===== src/rtl/pp_accum_normalizer.sv =====
// Partial-product accumulator and renormalizer.
// Each beat's denormalized partial product is aligned into a signed accumulator.
// When the group closes, the sum is renormalized to the 8-bit {S, E[4:0], M[1:0]} format.
module pp_accum_normalizer #(
  parameter int ACC_W     = 48,
  parameter int MAX_LEN   = 16,
  parameter int OUT_SHIFT = 7,
  localparam int CW       = $clog2(MAX_LEN+1)
) (
  input  logic          clk,
  input  logic          rst_n,
  input  logic          in_valid,
  output logic          in_ready,
  input  logic [3:0]    in_pp,
  input  logic [5:0]    in_exp,
  input  logic          in_last,
  output logic          out_valid,
  input  logic          out_ready,
  output logic [7:0]    out_data,
  output logic          out_sat,
  output logic [CW-1:0] out_count
);

  typedef enum logic [1:0] {ACC, NORM, OUT} state_t;

  state_t               state_q, state_d;
  logic [ACC_W-1:0]     acc_q;
  logic [CW-1:0]        count_q;
  logic                 out_valid_q;
  logic [7:0]           out_data_q;
  logic                 out_sat_q;
  logic [CW-1:0]        out_count_q;

  logic                 fire;
  logic [CW-1:0]        cnt_inc;
  logic [ACC_W-1:0]     mag_w, term_w;
  logic [ACC_W-1:0]     abs_w, sh_w;
  int                   p_i, e_i;
  logic [7:0]           norm_data;
  logic                 norm_sat;

  assign fire      = in_valid & in_ready;
  assign cnt_inc   = count_q + CW'(1);
  assign out_valid = out_valid_q;
  assign out_data  = out_data_q;
  assign out_sat   = out_sat_q;
  assign out_count = out_count_q;

  // Align {L,M1,M0} by the exponent and apply the sign; L=0 is an exact zero.
  always_comb begin
    mag_w  = ACC_W'(in_pp[2:0]) << in_exp;
    term_w = '0;
    if (in_pp[2]) term_w = in_pp[3] ? -mag_w : mag_w;
  end

  // Renormalize: find the leading one of |acc|, take the next two bits truncated.
  always_comb begin
    abs_w = acc_q[ACC_W-1] ? -acc_q : acc_q;
    p_i   = 0;
    for (int i = 0; i < ACC_W; i++)
      if (abs_w[i]) p_i = i;
    e_i   = p_i - 2 - OUT_SHIFT;
    sh_w  = (p_i >= 2) ? (abs_w >> (p_i - 2)) : '0;
    norm_data = 8'h00;
    norm_sat  = 1'b0;
    if (acc_q != '0) begin
      if (e_i > 31) begin
        norm_data = {acc_q[ACC_W-1], 5'd31, 2'b11};
        norm_sat  = 1'b1;
      end else if (e_i >= 1) begin
        norm_data = {acc_q[ACC_W-1], e_i[4:0], sh_w[1:0]};
      end
    end
  end

  // State register.
  always_ff @(posedge clk or negedge rst_n) begin
    if (!rst_n) state_q <= ACC;
    else        state_q <= state_d;
  end

  // Next-state and input-side ready.
  always_comb begin
    state_d  = state_q;
    in_ready = 1'b0;
    case (state_q)
      ACC: begin
        in_ready = 1'b1;
        if (fire && (in_last || cnt_inc == CW'(MAX_LEN))) state_d = NORM;
      end
      NORM: state_d = OUT;
      OUT:  if (out_ready) state_d = ACC;
      default: state_d = ACC;
    endcase
  end

  // Accumulator, beat counter and registered result.
  always_ff @(posedge clk or negedge rst_n) begin
    if (!rst_n) begin
      acc_q       <= '0;
      count_q     <= '0;
      out_valid_q <= 1'b0;
      out_data_q  <= 8'h00;
      out_sat_q   <= 1'b0;
      out_count_q <= '0;
    end else begin
      case (state_q)
        ACC: if (fire) begin
          acc_q   <= acc_q + term_w;
          count_q <= cnt_inc;
        end
        NORM: begin
          out_data_q  <= norm_data;
          out_sat_q   <= norm_sat;
          out_count_q <= count_q;
          out_valid_q <= 1'b1;
        end
        OUT: if (out_ready) begin
          out_valid_q <= 1'b0;
          acc_q       <= '0;
          count_q     <= '0;
        end
        default: ;
      endcase
    end
  end

endmodule


===== config.mk =====
export PLATFORM = sky130hd
export DESIGN_NAME = pp_accum_normalizer
export DESIGN_NICKNAME = d
export VERILOG_FILES = /design/src/rtl/pp_accum_normalizer.sv
export SDC_FILE = /design/constraint.sdc
export NUM_CORES = 1
export LEC_CHECK = 0
export CAP_MARGIN = 10
export CORE_AREA = 2 2 203 205
export DETAILED_ROUTE_END_ITERATION = 8
export DIE_AREA = 0 0 205 207
export GPL_TIMING_DRIVEN = 0
export PLACE_DENSITY = 0.49
export SLEW_MARGIN = 20
export SYNTH_ARGS = -nofsm -noshare
export SYNTH_HDL_FRONTEND = slang
export SYNTH_SLANG_ARGS = --single-unit
export TNS_END_PERCENT = 5

===== constraint.sdc =====
create_clock -name clk -period 18.35 [get_ports clk]
set_clock_uncertainty 0.1 [all_clocks]
set_input_delay 3.67 -clock clk [delete_from_list [all_inputs] [get_ports clk]]
set_output_delay 3.67 -clock clk [all_outputs]
set_load 0.03 [all_outputs]

==> flow_summary.json, run 1 <==
{
  "cts_root_buf": "clkbuf_16",
  "rsz0062_at_grt": "no",
  "worstHoldStart": "out_sat",
  "routabilityCongestion": 0.942,
  "ys_warn_count": 0,
  "drtPass1Iterations": 8,
  "max_freq_mhz": 97.1,
  "drc_errors": 0,
  "clk_pin_slew_ns": 0.07,
  "post_cts_buffers": 0,
  "grt_pass1_vias": 12100,
  "grt_pass1_wl_um": 71900,
  "grt_usage_pct": 21.6,
  "timing.rr.start": "acc_q[1]",
  "use_met1_pct": 29.3,
  "postSynthNetCount": 1735,
  "peakVddDrop_v": 0.0000949,
  "globalRouteOverflowTotal": 0,
  "final_max_slew_viol_count": 0,
  "layout_commonest_cell": "nand2_1",
  "setup_viol": 0,
  "boundaryPins": 31,
  "top_usage_layer": "met2",
  "grt_max_degree": 54,
  "cap_violations": 0,
  "drt_iter0_drc": 1123,
  "hold_ws_ns": 0.385,
  "worst-setup-path-type": "in2reg",
  "synth.distinct_cells": 105,
  "n_antenna_cell": 0,
  "critPathLaunchType": "input pin",
  "syn_area_sq_um": 11900,
  "hpwl_um": 37800,
  "htree_levels": 3,
  "rr_endpoint": "out_data[1]",
  "wl_per_cell_um": 20.8,
  "outcome": "finished, final reports clean",
  "post-route-period-util_pct": 56.1,
  "min_to": "out_sat",
  "rows": 74,
  "final_util_pct": 32.6,
  "synth_top_area_share_pct": 14.7,
  "max-slew-margin-rel_pct": 31.0,
  "nets": 1775,
  "core_sq_um": 40400,
  "drive_gt1_share_pct": 7.09,
  "via_per_inst": 5.76,
  "cts_hold_buf": 0,
  "required_ns": 18.47,
  "synth_top_area_cell": "dfrtp_1",
  "cts-resized-gates": 0,
  "clock_path_buffers": 2,
  "cp-end-kind": "flip-flop",
  "area_growth_pct": 10.6,
  "power_density_nw_per_um2": 200,
  "synthTopCellsByArea": "dfrtp_1 15%, o21ai_0 6.5%, ha_1 6.0%",
  "synthCells": 1662,
  "ys_async_sr_fraction_pct": 100,
  "arrival_ns": 10.42,
  "r2r_cells": 28,
  "r2r_slack_ns": 9.95,
  "leakage_nw": 5.21,
  "hold_violations": 0,
  "use_met3_pct": 1.65,
  "synth-seq-cells": 70,
  "vias": 12900,
  "min_period_ns": 10.29,
  "port_buffers": 28,
  "antenna_found_initial": 0,
  "ys.flop_type": "dfrtp_1",
  "synth-edff-count": 0,
  "syn_area_per_cell_sq_um": 7.16,
  "use_met2_pct": 35.1,
  "tritoncts": "done",
  "cp_max_fo": 10,
  "holdPathStages": 1,
  "yosysSeqAreaShare_pct": 14.7,
  "final.setup.tns_ns": 0,
  "floorplan.initialDensity_pct": 29.5,
  "die_w_um": 205,
  "cts_sinks": 70,
  "hold_class": "reg2reg",
  "final_cell_mix": "190 x nand2_1, 155 x o21ai_0, 140 x nor2_1",
  "die_h_um": 207,
  "clk_latency_ns": 0.36,
  "worst_pin_slew_ns": 1.03,
  "ant_nets": 0,
  "cts_buffers": 9,
  "die-area_sq_um": 42400,
  "totalWireLength_um": 46600
}
==> cells by family after synthesis <==
kind of cell	share of synthesized area [%]
flops	14.7
mux	4.79
xor+xnor	8.73
simple gates	29.4
fa+ha+maj	6.16
compound gates	31.1
buf+inv	5.12
==> power breakdown <==
part | switching (mW) | total, mW | internal, mW
Sequential | 0.0830 | 0.302 | 0.219
Combinational | 1.41 | 2.16 | 0.752
Clock | 0.0798 | 0.174 | 0.0946
==> sequential cells by signal (all words and copies together), names as in the netlist <==
register / cells
acc_q: 48
out_count: 5
out_data: 8
out_valid: 1
state_q: 2
count_q: 5
out_sat: 1
==> metrics by stage <==
stage               instances  cell area, sq um  power [mW]  worst slack [ns]
detailed placement       2223             12900        2.42              7.74
floorplan                1662             11900        1.82              9.19
CTS                      2239             13200        2.60              8.11
global route             2239             13200        2.84              7.58
finish                   2239             13200        2.64              8.06
global placement         2222             12900        2.41              7.77
==> Yosys cell counts (all sizes together), types with 13 or more instances <==
cell type  count
nand2        192
o21ai        159
nor2         141
clkbuf        94
a21oi         85
dfrtp         70
xor2          68
ha            57
nor3          55
nand3         54
xnor2         49
mux2i         39
inv           33
nand2b        33
and2          32
nor2b         31
a31oi         26
buf           26
a21o          25
o211ai        25
nor4          22
o31ai         22
nand4         19
and3          18
mux2          16
o21a          16
o41ai         16
or2           15
a211oi        14
or3           13
or4           13
==> critical path, cell delays in order <==
cell and delay [ns]:
clkdlybuf4s50_1 0.46, buf_1 0.25, a211o_1 0.31, o21ai_0 0.22, a21oi_1 0.13, o21ai_0 0.37
a41oi_1 0.33, or4b_2 0.84, nor3_1 0.16, o21ai_0 0.09, o21ai_0 0.13, a32oi_1 0.12
nor2b_1 0.22, ha_1 0.31, and3_1 0.24, a211o_1 0.33, a21oi_1 0.18, nor3b_1 0.29
a311oi_1 0.17, o31a_1 0.36, a21oi_1 0.16, nor2b_1 0.08, o21a_1 0.23, o41a_1 0.34
a21o_1 0.20, xnor2_1 0.15, o21ai_0 0.09
==> final cells by class <==
type	count	area (sq um)
Timing Repair Buffer	29	305
Clock buffer	9	225
Sequential cell	70	1750
Buffer	120	482
Inverter	34	128
Fill cell	4467	27200
Clock inverter	7	62.6
Tap cell	532	666
Multi-Input combinational cell	1438	9540
==> layer usage <==
metal	share of wire, %	routed length [um]
met5	0	0
met3	4.3	2020
met1	46	21400
met4	4.0	1840
met2	46	21300
==> worst max-delay path by stage <==
| stage | slack (ns) | start | end | depth (start not counted) |
|---|---|---|---|---|
| 6_report | 8.06 | in_exp[1] | acc_q[43] | 27 |
| 2_1_floorplan | 9.19 | in_exp[0] | acc_q[43] | 26 |
| 4_1_cts | 8.11 | in_pp[2] | acc_q[43] | 26 |
| 5_1_grt | 7.58 | in_pp[2] | acc_q[43] | 26 |
| 3_5_place_dp | 7.74 | in_pp[2] | acc_q[43] | 26 |
| 3_3_place_gp | 7.77 | in_exp[1] | acc_q[43] | 27 |
(Power assumes the default switching activity.)
==> run 2: changes to the inputs <==
- clock period: 18.35 -> 10.3 ns (I/O delays scaled with it)
==> flow_summary.json, run 2 (synthesized netlist as in run 1, its figures left out) <==
{
  "final_max_slew_viol_count": 0,
  "drive_gt1_share_pct": 7.09,
  "min_period_ns": 8.70,
  "arrival_ns": 8.82,
  "hold_violations": 0,
  "grt_pass1_wl_um": 72000,
  "cts_hold_buf": 0,
  "clk_latency_ns": 0.36,
  "cp_max_fo": 7,
  "drt_iter0_drc": 1126,
  "max-slew-margin-rel_pct": 30.3,
  "clock_path_buffers": 2,
  "top_register": "acc_q",
  "setup_viol": 0,
  "post_cts_buffers": 0,
  "power_density_nw_per_um2": 357,
  "post-route-period-util_pct": 84.4,
  "worst_pin_slew_ns": 1.04,
  "hold_class": "reg2reg",
  "fin_area_sq_um": 13200,
  "cts_buffers": 9,
  "largest_reg_flops": 48,
  "die_h_um": 207,
  "final_util_pct": 32.6,
  "n_antenna_cell": 0,
  "tritoncts": "done",
  "cts_sinks": 70,
  "cts-resized-gates": 0,
  "layout_commonest_cell": "nand2_1",
  "clk_pin_slew_ns": 0.06,
  "leakage_nw": 5.21,
  "routabilityCongestion": 0.942,
  "nets": 1775,
  "hpwl_um": 37800,
  "place_area_sq_um": 12900,
  "totalWireLength_um": 46500,
  "max_freq_mhz": 115,
  "vias": 12900,
  "via_per_inst": 5.76,
  "drtPass1Iterations": 7,
  "multi_input_area_sq_um": 9540,
  "die_w_um": 205,
  "final.setup.tns_ns": 0,
  "final_cell_mix": "190 x nand2_1, 155 x o21ai_0, 140 x nor2_1",
  "area_growth_pct": 10.6,
  "boundaryPins": 31,
  "regArea_sq_um": 1750,
  "rsz0062_at_grt": "no",
  "grt_usage_pct": 21.6,
  "grt_pass1_vias": 12100,
  "globalRouteOverflowTotal": 0,
  "die-area_sq_um": 42400,
  "htree_levels": 3,
  "cp-end-kind": "flip-flop",
  "port_buffers": 28,
  "floorplan.initialDensity_pct": 29.5,
  "worst-setup-path-type": "in2reg",
  "p_total_mw": 4.70,
  "fin_ws_ns": 1.60,
  "rows": 74,
  "required_ns": 10.43,
  "antenna_found_initial": 0,
  "wl_per_cell_um": 20.8,
  "grt_max_degree": 54,
  "fillers": 4467,
  "drc_errors": 0,
  "cap_violations": 0,
  "cts_root_buf": "clkbuf_16",
  "pre_cts_ws_ns": 1.30,
  "critPathLaunchType": "input pin",
  "outcome": "finished, final reports clean",
  "peakVddDrop_v": 0.000169,
  "core_sq_um": 40400,
  "ant_nets": 0
}
run 2: cell counts in the layout (fill, tap and decap cells not counted):
No cell type changed its count.
run 2: per-layer routing:
layer	share of wire, %	track usage (%)
met1	46	29.3
met2	46	35.1
met3	4.4	1.67
met4	4.0	9.35
met5	0	0
run 2: metrics by stage:
step | hold slack (ns) | std cells
after floorplan | 0.418 | 1662
after global placement | 0.364 | 2222
after detailed placement | 0.371 | 2223
after CTS | 0.386 | 2239
after global routing | 0.407 | 2239
final | 0.380 | 2239
run 2: worst paths after layout:
kind / depth (start not counted) / endpoint / start / slack (ns)
min reg2reg: 1 / out_sat / out_sat / 0.38
max in group asynchronous: 2 / acc_q[36] / rst_n / 8.05
min: 1 / out_sat / out_sat / 0.38
min in group asynchronous: 1 / out_count[1] / rst_n / 1.47
max: 26 / acc_q[43] / in_pp[2] / 1.60
max reg2reg: 28 / out_data[1] / acc_q[1] / 1.84
run 2: power breakdown:
| group | internal (mW) | switching (mW) | leakage (nW) |
|---|---|---|---|
| clock network | 0.168 | 0.142 | 0.139 |
| registers | 0.389 | 0.147 | 0.902 |
| logic | 1.34 | 2.52 | 4.17 |
run 2: layout make-up:
type | count | area share, %
buffer | 120 | 3.66
clock buffer | 9 | 1.71
clock inverter | 7 | 0.475
inverter | 34 | 0.969
multi-input combinational | 1438 | 72.5
sequential | 70 | 13.3
tap | 532 | 5.06
timing repair buffer | 29 | 2.32
run 2: critical path, cell delays in order:
cell and delay, ns:
clkdlybuf4s50_1 0.57, mux2i_1 0.36, nand2b_1 0.25, o32ai_1 0.25, o31ai_1 0.45, nand2_1 0.27
or4b_2 0.76, nor3_1 0.16, o21ai_0 0.09, o21ai_0 0.13, a32oi_1 0.12, nor2b_1 0.23
ha_1 0.32, and3_1 0.24, a211o_1 0.33, a21oi_1 0.18, nor3b_1 0.29, a311oi_1 0.17
o31a_1 0.36, a21oi_1 0.16, nor2b_1 0.07, o21a_1 0.23, o41a_1 0.34, a21o_1 0.20
xnor2_1 0.15, o21ai_0 0.09
